`config.mk`:
```
export PLATFORM = sky130hd
export DESIGN_NAME = local_port_ni
export DESIGN_NICKNAME = d
export VERILOG_FILES = /design/src/rtl/noc_pkg.sv /design/src/rtl/noc_flit_deser.sv /design/src/rtl/local_port_ni.sv
export SDC_FILE = /design/constraint.sdc
export NUM_CORES = 1
export LEC_CHECK = 0
export CAP_MARGIN = 20
export CORE_UTILIZATION = 40
export DETAILED_ROUTE_END_ITERATION = 10
export HOLD_SLACK_MARGIN = 0.15
export PLACE_DENSITY_LB_ADDON = 0.12
export REMOVE_ABC_BUFFERS = 1
export SLEW_MARGIN = 20
export SYNTH_ARGS = -nofsm -noshare
export SYNTH_HDL_FRONTEND = slang
export SYNTH_SLANG_ARGS = --single-unit
```
`constraint.sdc`:
```
create_clock -name clk -period 1.6 [get_ports clk]
set_input_delay 0.32 -clock clk [delete_from_list [all_inputs] [get_ports clk]]
set_output_delay 0.32 -clock clk [all_outputs]
set_load 0.05 [all_outputs]
```
`src/rtl/noc_pkg.sv`:
```
// Shared NoC definitions: flit width, head-flit field layout and NI state encodings.
package noc_pkg;

    localparam int FLIT_W    = 4;
    localparam int DEST_W    = 4;
    localparam int DST_X_LSB = 0;
    localparam int DST_X_W   = 2;
    localparam int DST_Y_LSB = 2;
    localparam int DST_Y_W   = 2;

    typedef enum logic {
        TX_IDLE,
        TX_SEND
    } tx_state_e;

    typedef enum logic [1:0] {
        RX_HEAD,
        RX_BODY,
        RX_HOLD
    } rx_state_e;

endpackage

```
`src/rtl/noc_flit_deser.sv`:
```
// RX collector: captures a head flit plus PAYLOAD_FLITS body flits and holds the packet until the host takes it.
module noc_flit_deser #(
    parameter int FLIT_W        = noc_pkg::FLIT_W,
    parameter int PAYLOAD_FLITS = 4
) (
    input  logic                              clk,
    input  logic                              reset,
    input  logic [FLIT_W-1:0]                 flit_in,
    input  logic                              flit_vld,
    input  logic                              host_rdy,
    output logic                              full,
    output logic                              pkt_vld,
    output logic [FLIT_W-1:0]                 pkt_dest,
    output logic [PAYLOAD_FLITS*FLIT_W-1:0]   pkt_payload,
    output logic                              err
);
    import noc_pkg::*;

    localparam int P  = PAYLOAD_FLITS * FLIT_W;
    localparam int CW = $clog2(PAYLOAD_FLITS + 1);

    rx_state_e          state_q, state_d;
    logic [CW-1:0]      cnt_q, cnt_d;
    logic [FLIT_W-1:0]  dest_q, dest_d;
    logic [P-1:0]       payload_q, payload_d;
    logic               err_q, err_d;

    always_comb begin
        state_d   = state_q;
        cnt_d     = cnt_q;
        dest_d    = dest_q;
        payload_d = payload_q;
        err_d     = err_q;
        case (state_q)
            RX_HEAD: begin
                if (flit_vld) begin
                    dest_d  = flit_in;
                    cnt_d   = '0;
                    state_d = RX_BODY;
                end
            end
            RX_BODY: begin
                if (flit_vld) begin
                    for (int i = 0; i < PAYLOAD_FLITS; i++) begin
                        if (cnt_q == CW'(i)) payload_d[i*FLIT_W +: FLIT_W] = flit_in;
                    end
                    cnt_d = cnt_q + 1'b1;
                    if (cnt_q == CW'(PAYLOAD_FLITS - 1)) state_d = RX_HOLD;
                end
            end
            RX_HOLD: begin
                // Packet register is occupied: any arriving flit is lost.
                if (flit_vld) err_d = 1'b1;
                if (host_rdy) state_d = RX_HEAD;
            end
            default: state_d = RX_HEAD;
        endcase
    end

    always_ff @(posedge clk) begin
        if (reset) begin
            state_q   <= RX_HEAD;
            cnt_q     <= '0;
            dest_q    <= '0;
            payload_q <= '0;
            err_q     <= 1'b0;
        end else begin
            state_q   <= state_d;
            cnt_q     <= cnt_d;
            dest_q    <= dest_d;
            payload_q <= payload_d;
            err_q     <= err_d;
        end
    end

    assign full        = (state_q == RX_HOLD);
    assign pkt_vld     = (state_q == RX_HOLD);
    assign pkt_dest    = dest_q;
    assign pkt_payload = payload_q;
    assign err         = err_q;

endmodule

```
`src/rtl/local_port_ni.sv`:
```
// Router local-port network interface: serialises host packets into flits and reassembles received flits.
module local_port_ni #(
    parameter int FLIT_W        = noc_pkg::FLIT_W,
    parameter int PAYLOAD_FLITS = 4
) (
    input  logic                              clk,
    input  logic                              reset,
    input  logic                              tx_valid,
    output logic                              tx_ready,
    input  logic [noc_pkg::DEST_W-1:0]        tx_dest,
    input  logic [PAYLOAD_FLITS*FLIT_W-1:0]   tx_payload,
    output logic [FLIT_W-1:0]                 local_in,
    output logic                              write_local,
    input  logic                              local_full,
    input  logic [FLIT_W-1:0]                 local_out,
    input  logic                              write_req_local,
    output logic                              ni_full,
    output logic                              rx_valid,
    input  logic                              rx_ready,
    output logic [FLIT_W-1:0]                 rx_dest,
    output logic [PAYLOAD_FLITS*FLIT_W-1:0]   rx_payload,
    output logic                              rx_err
);
    import noc_pkg::*;

    localparam int P  = PAYLOAD_FLITS * FLIT_W;
    localparam int SW = P + FLIT_W;
    localparam int CW = $clog2(PAYLOAD_FLITS + 1);

    tx_state_e          tx_state_q, tx_state_d;
    logic [SW-1:0]      shift_q, shift_d;
    logic [CW-1:0]      tx_cnt_q, tx_cnt_d;
    logic [FLIT_W-1:0]  head;

    always_comb begin
        head = '0;
        head[DST_X_LSB +: DST_X_W] = tx_dest[DST_X_LSB +: DST_X_W];
        head[DST_Y_LSB +: DST_Y_W] = tx_dest[DST_Y_LSB +: DST_Y_W];
    end

    always_comb begin
        tx_state_d  = tx_state_q;
        shift_d     = shift_q;
        tx_cnt_d    = tx_cnt_q;
        tx_ready    = 1'b0;
        write_local = 1'b0;
        local_in    = '0;
        case (tx_state_q)
            TX_IDLE: begin
                tx_ready = 1'b1;
                if (tx_valid) begin
                    shift_d    = {tx_payload, head};
                    tx_cnt_d   = '0;
                    tx_state_d = TX_SEND;
                end
            end
            TX_SEND: begin
                local_in = shift_q[FLIT_W-1:0];
                if (!local_full) begin
                    write_local = 1'b1;
                    shift_d     = shift_q >> FLIT_W;
                    if (tx_cnt_q == CW'(PAYLOAD_FLITS)) tx_state_d = TX_IDLE;
                    else                                tx_cnt_d   = tx_cnt_q + 1'b1;
                end
            end
            default: tx_state_d = TX_IDLE;
        endcase
        // The strobe is combinational, so suppress it in the reset cycle itself.
        if (reset) begin
            write_local = 1'b0;
            local_in    = '0;
        end
    end

    always_ff @(posedge clk) begin
        if (reset) begin
            tx_state_q <= TX_IDLE;
            shift_q    <= '0;
            tx_cnt_q   <= '0;
        end else begin
            tx_state_q <= tx_state_d;
            shift_q    <= shift_d;
            tx_cnt_q   <= tx_cnt_d;
        end
    end

    noc_flit_deser #(
        .FLIT_W        (FLIT_W),
        .PAYLOAD_FLITS (PAYLOAD_FLITS)
    ) u_deser (
        .clk         (clk),
        .reset       (reset),
        .flit_in     (local_out),
        .flit_vld    (write_req_local),
        .host_rdy    (rx_ready),
        .full        (ni_full),
        .pkt_vld     (rx_valid),
        .pkt_dest    (rx_dest),
        .pkt_payload (rx_payload),
        .err         (rx_err)
    );

endmodule

```
==> results of run 1 <==
power by group through the flow:
| stage | clock, W | combinational [W] | sequential (W) |
|---|---|---|---|
| floorplan | 0 | 0.000190 | 0.00142 |
| global placement | 0 | 0.000450 | 0.00137 |
| detailed placement | 0 | 0.000453 | 0.00137 |
| CTS | 0.000899 | 0.000457 | 0.00134 |
| global route | 0.000955 | 0.000494 | 0.00135 |
| finish | 0.000869 | 0.000454 | 0.00135 |
per-stage QoR:
stage	setup TNS, ns	util [%]	cell area [um2]	setup WS [ns]	hold slack [ns]
after global placement	0	54.1	2980	0.00457	0.453
after floorplan	-16.79	-	2160	-1.29	0.389
final	0	56.4	3110	0.0319	0.468
after detailed placement	-0.0432	54.1	2980	-0.0164	0.456
after CTS	0	56.3	3100	0.0304	0.472
after global routing	-0.0736	56.4	3110	-0.0378	0.502
cell families after synthesis:
kind of cell,after synthesis,synth area share (%)
flip-flops,50,43.8
AND/OR/NAND/NOR,85,20.5
adder cells (fa/ha/maj),7,3.84
buffers and inverters,26,6.52
AO/OA/AOI/OAI,41,11.2
multiplexers,32,14.0
registers in the layout, indices dropped and copies added, names as in the netlist:
register and cells:
u_deser.pkt_payload 16, tx_state_q 1, u_deser.err 1, tx_cnt_q 3, shift_q 20, u_deser.state_q 2, u_deser.pkt_dest 4, u_deser.cnt_q 3
layer usage:
layer	GRT usage (%)	share of wire, %	up-vias
li1	-	-	964
met1	21.8	46	866
met2	30.0	47	50
met3	4.59	5.2	7
met4	5.09	1.0	0
met5	0	0	-
worst max-delay path by stage:
stage	start	to	slack (ns)	cells past startpoint
6_report	tx_state_q	local_in[1]	0.03	4
5_1_grt	tx_state_q	local_in[1]	-0.04	4
4_1_cts	tx_state_q	local_in[2]	0.03	4
3_5_place_dp	write_req_local	u_deser.pkt_payload[3]	-0.02	4
3_3_place_gp	write_req_local	u_deser.pkt_payload[3]	0.005	4
2_1_floorplan	tx_state_q	write_local	-1.29	2
repair_timing:
action                                  CTS  global route
pin swaps                                 0             0
resized for setup                         4             4
endpoints found under the setup margin    5             6
final cells by class:
type / count / share of cell area, %
Multi-Input combinational cell: 165 / 37.1
Timing Repair Buffer: 75 / 23.5
Inverter: 6 / 0.725
Clock buffer: 7 / 2.46
Clock inverter: 1 / 0.967
Tap cell: 72 / 2.90
Sequential cell: 50 / 32.4
cell usage after synthesis:
cell type / number
clkbuf_1: 4
nor2b_1: 3
nand2b_1: 20
nor2_1: 7
buf_2: 8
o21ai_0: 5
buf_4: 5
nand3_1: 8
a211oi_1: 17
nand2_4: 1
and2_1: 5
nand4b_1: 1
buf_6: 3
dfxtp_1: 50
nor3b_1: 1
and2_4: 1
and2b_1: 1
a21oi_1: 15
nand2_1: 14
ha_1: 7
nand4_1: 1
o211ai_1: 3
nand3b_1: 3
nor3_1: 18
a31oi_1: 1
and4bb_1: 1
mux2i_1: 32
inv_1: 6
critical path, cell delays in order, from the launching register on:
cell and delay (ns):
dfxtp_2 0.35, inv_1 0.11, nor2_4 0.16, and2_1 0.19, buf_12 0.15
==> impl_metrics.json, run 1 <==
{
  "ant_nets": 0,
  "fin_cells": 376,
  "min_period_ns": 1.57,
  "crit_path_end_kind": "primary output",
  "grtUsageTotal_pct": 17.7,
  "final-seq-area_um2": 1000,
  "final_cell_mix": "47 x dfxtp_1, 38 x buf_4, 32 x mux2i_1",
  "slew_viol_final": 0,
  "switching_power_w": 0.000673,
  "outcome": "finished clean",
  "rsz0062_at_grt": "true",
  "antenna_found_initial": 0,
  "hold_path_class": "flop to flop",
  "fin_worst_skew_ns": 0.0101,
  "n_fill_cell": 516,
  "gp_congestion": 0.792,
  "cts_tree": "built",
  "critPathLaunchType": "flop",
  "vias": 1887,
  "period_share_pct": 98.0,
  "die_h_um": 77.6,
  "cts_setup_buffers": 0,
  "root_buffer": "clkbuf_8",
  "hold_buffers": 0,
  "detail_route.iter0.violations": 39,
  "cellLeakagePower_nw": 1.28,
  "multi_input_area_um2": 1150,
  "synthTopCellsByArea": "dfxtp_1 44%, mux2i_1 14%, a211oi_1 5.6%",
  "synth.lib_cells_used.distinct": 28,
  "grt_pass1_vias": 1807,
  "p_clk_share_pct": 32.6,
  "rr_startpoint": "u_deser.cnt_q[0]",
  "power_frac_comb_pct": 17.0,
  "grt.overflow.total": 0,
  "min_from": "u_deser.cnt_q[2]",
  "die_w_um": 77.6,
  "grt_max_degree": 38,
  "grt_first_pass_wirelength_um": 8450,
  "r2r_end": "u_deser.pkt_payload[13]",
  "power.share.sequential_pct": 50.4,
  "max-vdd-ir-drop_mv": 0.532,
  "tritoncts.num_buffers": 5,
  "reg2reg_slack_ns": 0.22,
  "fmax_ghz": 0.638,
  "clk_latency_ns": 0.30,
  "crit_required_ns": 1.28,
  "drive_above_1_share_pct": 20.4,
  "clk_pin_slew_ns": 0.08,
  "remaining_drc_errors": 0,
  "worst_pin_slew_ns": 0.332,
  "nets": 340,
  "sw_frac_of_total_pct": 25.2,
  "n_antenna_cell": 0,
  "final_common_cell": "dfxtp_1",
  "reg2regPathDepth": 6,
  "ys_seq_elements": 50,
  "rows": 27,
  "die_area_um2": 6010,
  "holdPathStages": 2,
  "crit_type": "flop to primary output",
  "p_int_w": 0.00200,
  "pwr_density_cell_nw_per_um2": 859,
  "syn_area_um2": 2280,
  "yosysSeqAreaShare_pct": 43.8,
  "setup_viol": 0,
  "synthCells": 241,
  "htree_levels": 2,
  "relSlewSlack_pct": 77.8,
  "synth-warning-count": 0,
  "power_w": 0.00267,
  "crit_fanout": 4,
  "hpwl_um": 3620,
  "crit_arrival_ns": 1.25,
  "hold_end": "u_deser.cnt_q[2]",
  "finalHoldViolCount": 0,
  "syn2layout_area_growth_pct": 36.0,
  "clk_path_buf_depth": 2,
  "yosysTopAreaCell": "dfxtp_1",
  "synth_top_area_share_pct": 43.8,
  "dp_cells": 368,
  "io_pins": 59,
  "drt-total-wl_um": 4960,
  "cap_violations": 0,
  "core-area_um2": 5510,
  "initial_core_util_pct": 41.5,
  "io_buffers": 58,
  "via_per_inst": 5.02,
  "wire_per_inst_um": 13.2,
  "first_pass_iters": 4,
  "syn_area_per_cell_um2": 9.47,
  "cts_sinks": 50
}
No activity file was read; power rests on OpenSTA's default activity.
==> run 2, diff against run 1 <==
--- a/config.mk
+++ b/config.mk
@@ -6,6 +6,7 @@
 export NUM_CORES = 1
 export LEC_CHECK = 0
 export CAP_MARGIN = 20
+export CORE_MARGIN = 2
 export CORE_UTILIZATION = 40
 export DETAILED_ROUTE_END_ITERATION = 10
 export HOLD_SLACK_MARGIN = 0.15
==> run 2 against run 1 <==
  * First-iteration DRC count is 110% higher
  * Setup slack better by 0.061 ns
  * Fmax is 4.0% higher
  * Highest routed layer unchanged
  * Total power is 6.5% lower
  * Combinational power hardly changed
  * Die area is 5.2% higher
  * Critical path depth is 1 lower
  * Cell count is 0.27% higher
  * Critical path type unchanged
  * Clock skew is 0.0020 ns lower
==> impl_metrics.json, run 2 (synthesized netlist as in run 1, its figures left out) <==
{
  "crit_required_ns": 1.28,
  "grt_max_degree": 26,
  "rsz0062_at_grt": "false",
  "final_common_cell": "dfxtp_1",
  "place_ws_ns": -0.0603,
  "relSlewSlack_pct": 81.9,
  "fin_worst_skew_ns": 0.00807,
  "crit_fanout": 7,
  "cts_tree": "built",
  "clk_path_buf_depth": 2,
  "grt_pass1_vias": 1862,
  "crit_type": "flop to primary output",
  "crit_arrival_ns": 1.19,
  "setup_viol": 0,
  "remaining_drc_errors": 0,
  "hold_path_class": "flop to flop",
  "drive_above_1_share_pct": 21.6,
  "syn2layout_area_growth_pct": 35.0,
  "nets": 342,
  "grtUsageTotal_pct": 18.3,
  "wire_per_inst_um": 13.8,
  "cellLeakagePower_nw": 1.28,
  "fmax_ghz": 0.663,
  "io_buffers": 58,
  "first_pass_iters": 4,
  "ant_nets": 0,
  "n_fill_cell": 533,
  "drt-total-wl_um": 5200,
  "grt.overflow.total": 0,
  "period_share_pct": 94.2,
  "hold_buffers": 0,
  "grt_first_pass_wirelength_um": 9030,
  "outcome": "finished clean",
  "largest_register_ffs": 20,
  "initial_core_util_pct": 41.5,
  "crit_chain": "nor2b_1, buf_4, buf_12",
  "clk_latency_ns": 0.30,
  "antenna_found_initial": 0,
  "hpwl_um": 3860,
  "die_h_um": 79.6,
  "postPlaceCellArea_um2": 2980,
  "min_period_ns": 1.51,
  "critPathLaunchType": "flop",
  "via_per_inst": 4.99,
  "n_antenna_cell": 0,
  "io_pins": 59,
  "hold-worst-slack_ns": 0.468,
  "htree_levels": 2,
  "die_w_um": 79.6,
  "vias": 1880,
  "core-area_um2": 5510,
  "fin_area_um2": 3080,
  "gp_congestion": 0.736,
  "clk_pin_slew_ns": 0.09,
  "cts_setup_buffers": 0,
  "max_flop_register": "shift_q",
  "cap_violations": 0,
  "worst_pin_slew_ns": 0.271,
  "layout_setup_ws_ns": 0.0927,
  "crit_path_end_kind": "primary output",
  "pwr_density_cell_nw_per_um2": 809,
  "final_cell_mix": "49 x dfxtp_1, 41 x buf_4, 32 x mux2i_1",
  "slew_viol_final": 0,
  "tritoncts.num_buffers": 5,
  "cts_sinks": 50,
  "cpMaxStageDelayCell": "dfxtp_1",
  "detail_route.iter0.violations": 82,
  "die_area_um2": 6330,
  "root_buffer": "clkbuf_8",
  "rows": 27,
  "slowest_delay_ns": 0.43,
  "finalHoldViolCount": 0,
  "power_w": 0.00249,
  "max-vdd-ir-drop_mv": 0.470
}
==> run 2: area by class of cell <==
cell class	count	area, um2	share of cell area, %
tap	72	90.1	2.92
clock buffer	5	68.8	2.23
inverter	6	22.5	0.731
sequential	50	1000	32.5
clock inverter	2	10.0	0.325
timing repair buffer	77	733	23.8
multi-input combinational	165	1160	37.5
==> run 2: per-stage QoR <==
stage	util [%]	setup TNS (ns)	cells
detailed placement	54.1	-0.183	370
CTS	55.8	0	377
floorplan	-	-16.79	221
global route	56.0	0	377
finish	56.0	0	377
global placement	54.1	0	370
==> run 2: routing by layer <==
layer	GRT usage (%)	vias to the layer above	wire length (um)
met5	0	-	0
met4	4.66	0	46
met3	4.07	6	263
met2	30.8	55	2550
met1	23.5	852	2340
li1	-	967	-
==> run 2: path summary, 6_finish.rpt <==
check / start / endpoint / slack [ns] / cells past startpoint
max: u_deser.state_q[1] / rx_valid / 0.09 / 3
min: u_deser.cnt_q[2] / u_deser.cnt_q[2] / 0.47 / 2
max reg2reg: tx_state_q / shift_q[8] / 0.22 / 5
min reg2reg: u_deser.cnt_q[2] / u_deser.cnt_q[2] / 0.47 / 2
==> run 2: power by group <==
part	switching (W)	total, W	internal [W]
logic	0.000238	0.000456	0.000218
registers	0.0000371	0.00135	0.00131
clock network	0.000399	0.000694	0.000294
==> run 2: repair_timing <==
item,in CTS,in global routing
setup endpoints to repair,5,4
gates resized for setup,4,5
pin swaps,0,1
==> run 2: critical path, delay by kind of cell (launching register included) <==
kind                   cells  cell delay, ns
flip-flops                 1            0.43
AND/OR/NAND/NOR            1            0.16
buffers and inverters      2            0.30
==> run 3, diff against run 2 <==
==> constraint.sdc (replaced) <==
create_clock -name clk -period 1.6 [get_ports clk]
set_input_delay 0.24 -clock clk [delete_from_list [all_inputs] [get_ports clk]]
set_output_delay 0.24 -clock clk [all_outputs]
set_load 0.05 [all_outputs]
==> run 3 against run 2 <==
  * Design area rose by 0.49%
  * Cell count rose by 0.27%
  * Sequential power about the same
  * First-iteration DRC count shrank 32%
  * Clock power increased by 9.1%
  * Setup slack got worse by 0.0017 ns
  * Total power increased by 2.5%
  * Sequential cell count unchanged
  * Fmax fell by 0.11%
  * Critical path depth up 1
  * Core utilization rose by 0.27 points
  * Via count up 0.64%
  * Critical path type unchanged
  * Largest cell class unchanged
  * Highest routed layer unchanged
==> impl_metrics.json, run 3 (synthesized netlist as in run 1, its figures left out) <==
{
  "outcome": "finished clean",
  "p_clk_share_pct": 29.6,
  "min_period_ns": 1.51,
  "tritoncts.num_buffers": 5,
  "reg2reg_slack_ns": 0.21,
  "io_pins": 59,
  "first_pass_iters": 4,
  "min_from": "reset",
  "htree_levels": 2,
  "ant_nets": 0,
  "power_frac_comb_pct": 17.9,
  "vias": 1892,
  "r2r_end": "shift_q[3]",
  "grt_max_degree": 29,
  "postPlaceCellArea_um2": 2990,
  "crit_fanout": 4,
  "grt.overflow.total": 0,
  "grt_pass1_vias": 1862,
  "slowest_delay_ns": 0.38,
  "crit_chain": "inv_1, nor2_4, and2_1, buf_12",
  "n_fill_cell": 515,
  "pwr_density_cell_nw_per_um2": 826,
  "initial_core_util_pct": 41.5,
  "cp-startpoint": "tx_state_q",
  "grt_first_pass_wirelength_um": 8830,
  "final_cell_mix": "49 x dfxtp_1, 40 x buf_4, 32 x mux2i_1",
  "nets": 342,
  "clk_path_buf_depth": 2,
  "worst_pin_slew_ns": 0.305,
  "max_flop_register": "shift_q",
  "cap_violations": 0,
  "crit_path_end_kind": "primary output",
  "cts_tree": "built",
  "final_common_cell": "dfxtp_1",
  "power.share.sequential_pct": 52.5,
  "root_buffer": "clkbuf_8",
  "finalHoldViolCount": 0,
  "die_h_um": 79.6,
  "antenna_found_initial": 0,
  "period_share_pct": 94.3,
  "power_w": 0.00256,
  "sw_frac_of_total_pct": 26.6,
  "n_antenna_cell": 0,
  "setup_viol": 0,
  "hpwl_um": 3790,
  "core-area_um2": 5510,
  "io_buffers": 58,
  "drt-total-wl_um": 5090,
  "die_area_um2": 6330,
  "cts_sinks": 50,
  "clk_pin_slew_ns": 0.09,
  "slew_viol_final": 0,
  "grtUsageTotal_pct": 17.6,
  "via_per_inst": 5.01,
  "die_w_um": 79.6,
  "gp_congestion": 0.750,
  "p_int_w": 0.00188,
  "remaining_drc_errors": 0,
  "fin_worst_skew_ns": 0.00369,
  "rsz0062_at_grt": "false",
  "hold_path_class": "input port to flop",
  "fmax_ghz": 0.663,
  "cellLeakagePower_nw": 1.28,
  "cpMaxStageDelayCell": "dfxtp_2",
  "crit_type": "flop to primary output",
  "relSlewSlack_pct": 79.7,
  "wire_per_inst_um": 13.5,
  "fin_area_um2": 3100,
  "max-vdd-ir-drop_mv": 0.422,
  "drive_above_1_share_pct": 19.9,
  "critPathLaunchType": "flop",
  "reg2regPathDepth": 4,
  "detail_route.iter0.violations": 56,
  "switching_power_w": 0.000681,
  "largest_register_ffs": 20,
  "crit_required_ns": 1.36,
  "clk_latency_ns": 0.29,
  "syn2layout_area_growth_pct": 35.7,
  "crit_arrival_ns": 1.27,
  "endpoint": "local_in[2]",
  "rr_startpoint": "tx_state_q",
  "rows": 27
}
-- run 3: through the flow --
stage	setup TNS (ns)	setup WS [ns]	hold WS, ns	util, %	instances
2_1_floorplan	-16.16	-1.21	0.309	-	221
3_3_place_gp	0	0.0744	0.453	54.4	370
3_5_place_dp	0	0.0307	0.461	54.4	370
4_1_cts	0	0.0373	0.278	56.1	378
5_1_grt	0	0.00545	0.314	56.3	378
6_report	0	0.0910	0.312	56.3	378
-- run 3: cell type report --
class / count / area (um2) / share of cell area (%)
Tap cell: 72 / 90.1 / 2.91
Clock buffer: 7 / 86.3 / 2.79
Multi-Input combinational cell: 165 / 1150 / 37.0
Clock inverter: 1 / 5.00 / 0.162
Inverter: 6 / 22.5 / 0.727
Timing Repair Buffer: 77 / 746 / 24.1
Sequential cell: 50 / 1000 / 32.4
-- run 3: power by group through the flow --
stage               Clock, W  Sequential, W  Combinational, W
floorplan                  0        0.00142          0.000190
global route        0.000837        0.00135          0.000502
finish              0.000757        0.00134          0.000457
detailed placement         0        0.00137          0.000456
global placement           0        0.00137          0.000453
CTS                 0.000786        0.00135          0.000458
-- run 3: what timing repair did --
item                       CTS  global route
setup buffers                0             0
hold buffers                 0             0
setup endpoints to repair    4             5
gates resized for setup      2             2
-- run 3: worst min path at each step --
| stage | cells after the start | end |
|---|---|---|
| final | 2 | shift_q[17] |
| after global routing | 2 | shift_q[17] |
| after CTS | 2 | shift_q[17] |
| after detailed placement | 2 | u_deser.err |
| after global placement | 2 | u_deser.err |
| after floorplan | 1 | shift_q[16] |
-- run 3: per-layer routing --
layer / GRT usage, % / vias to the layer above / share of wire (%)
li1: - / 969 / -
met1: 22.3 / 870 / 47
met2: 30.0 / 48 / 47
met3: 4.07 / 5 / 4.9
met4: 4.83 / 0 / 0.96
met5: 0 / - / 0
-- run 3: worst max-delay path: cells and delay by family, from the launching register on --
| kind | cells | cell delay (ns) |
|---|---|---|
| flip-flops | 1 | 0.38 |
| buffers and inverters | 2 | 0.25 |
| AND/OR/NAND/NOR | 2 | 0.35 |
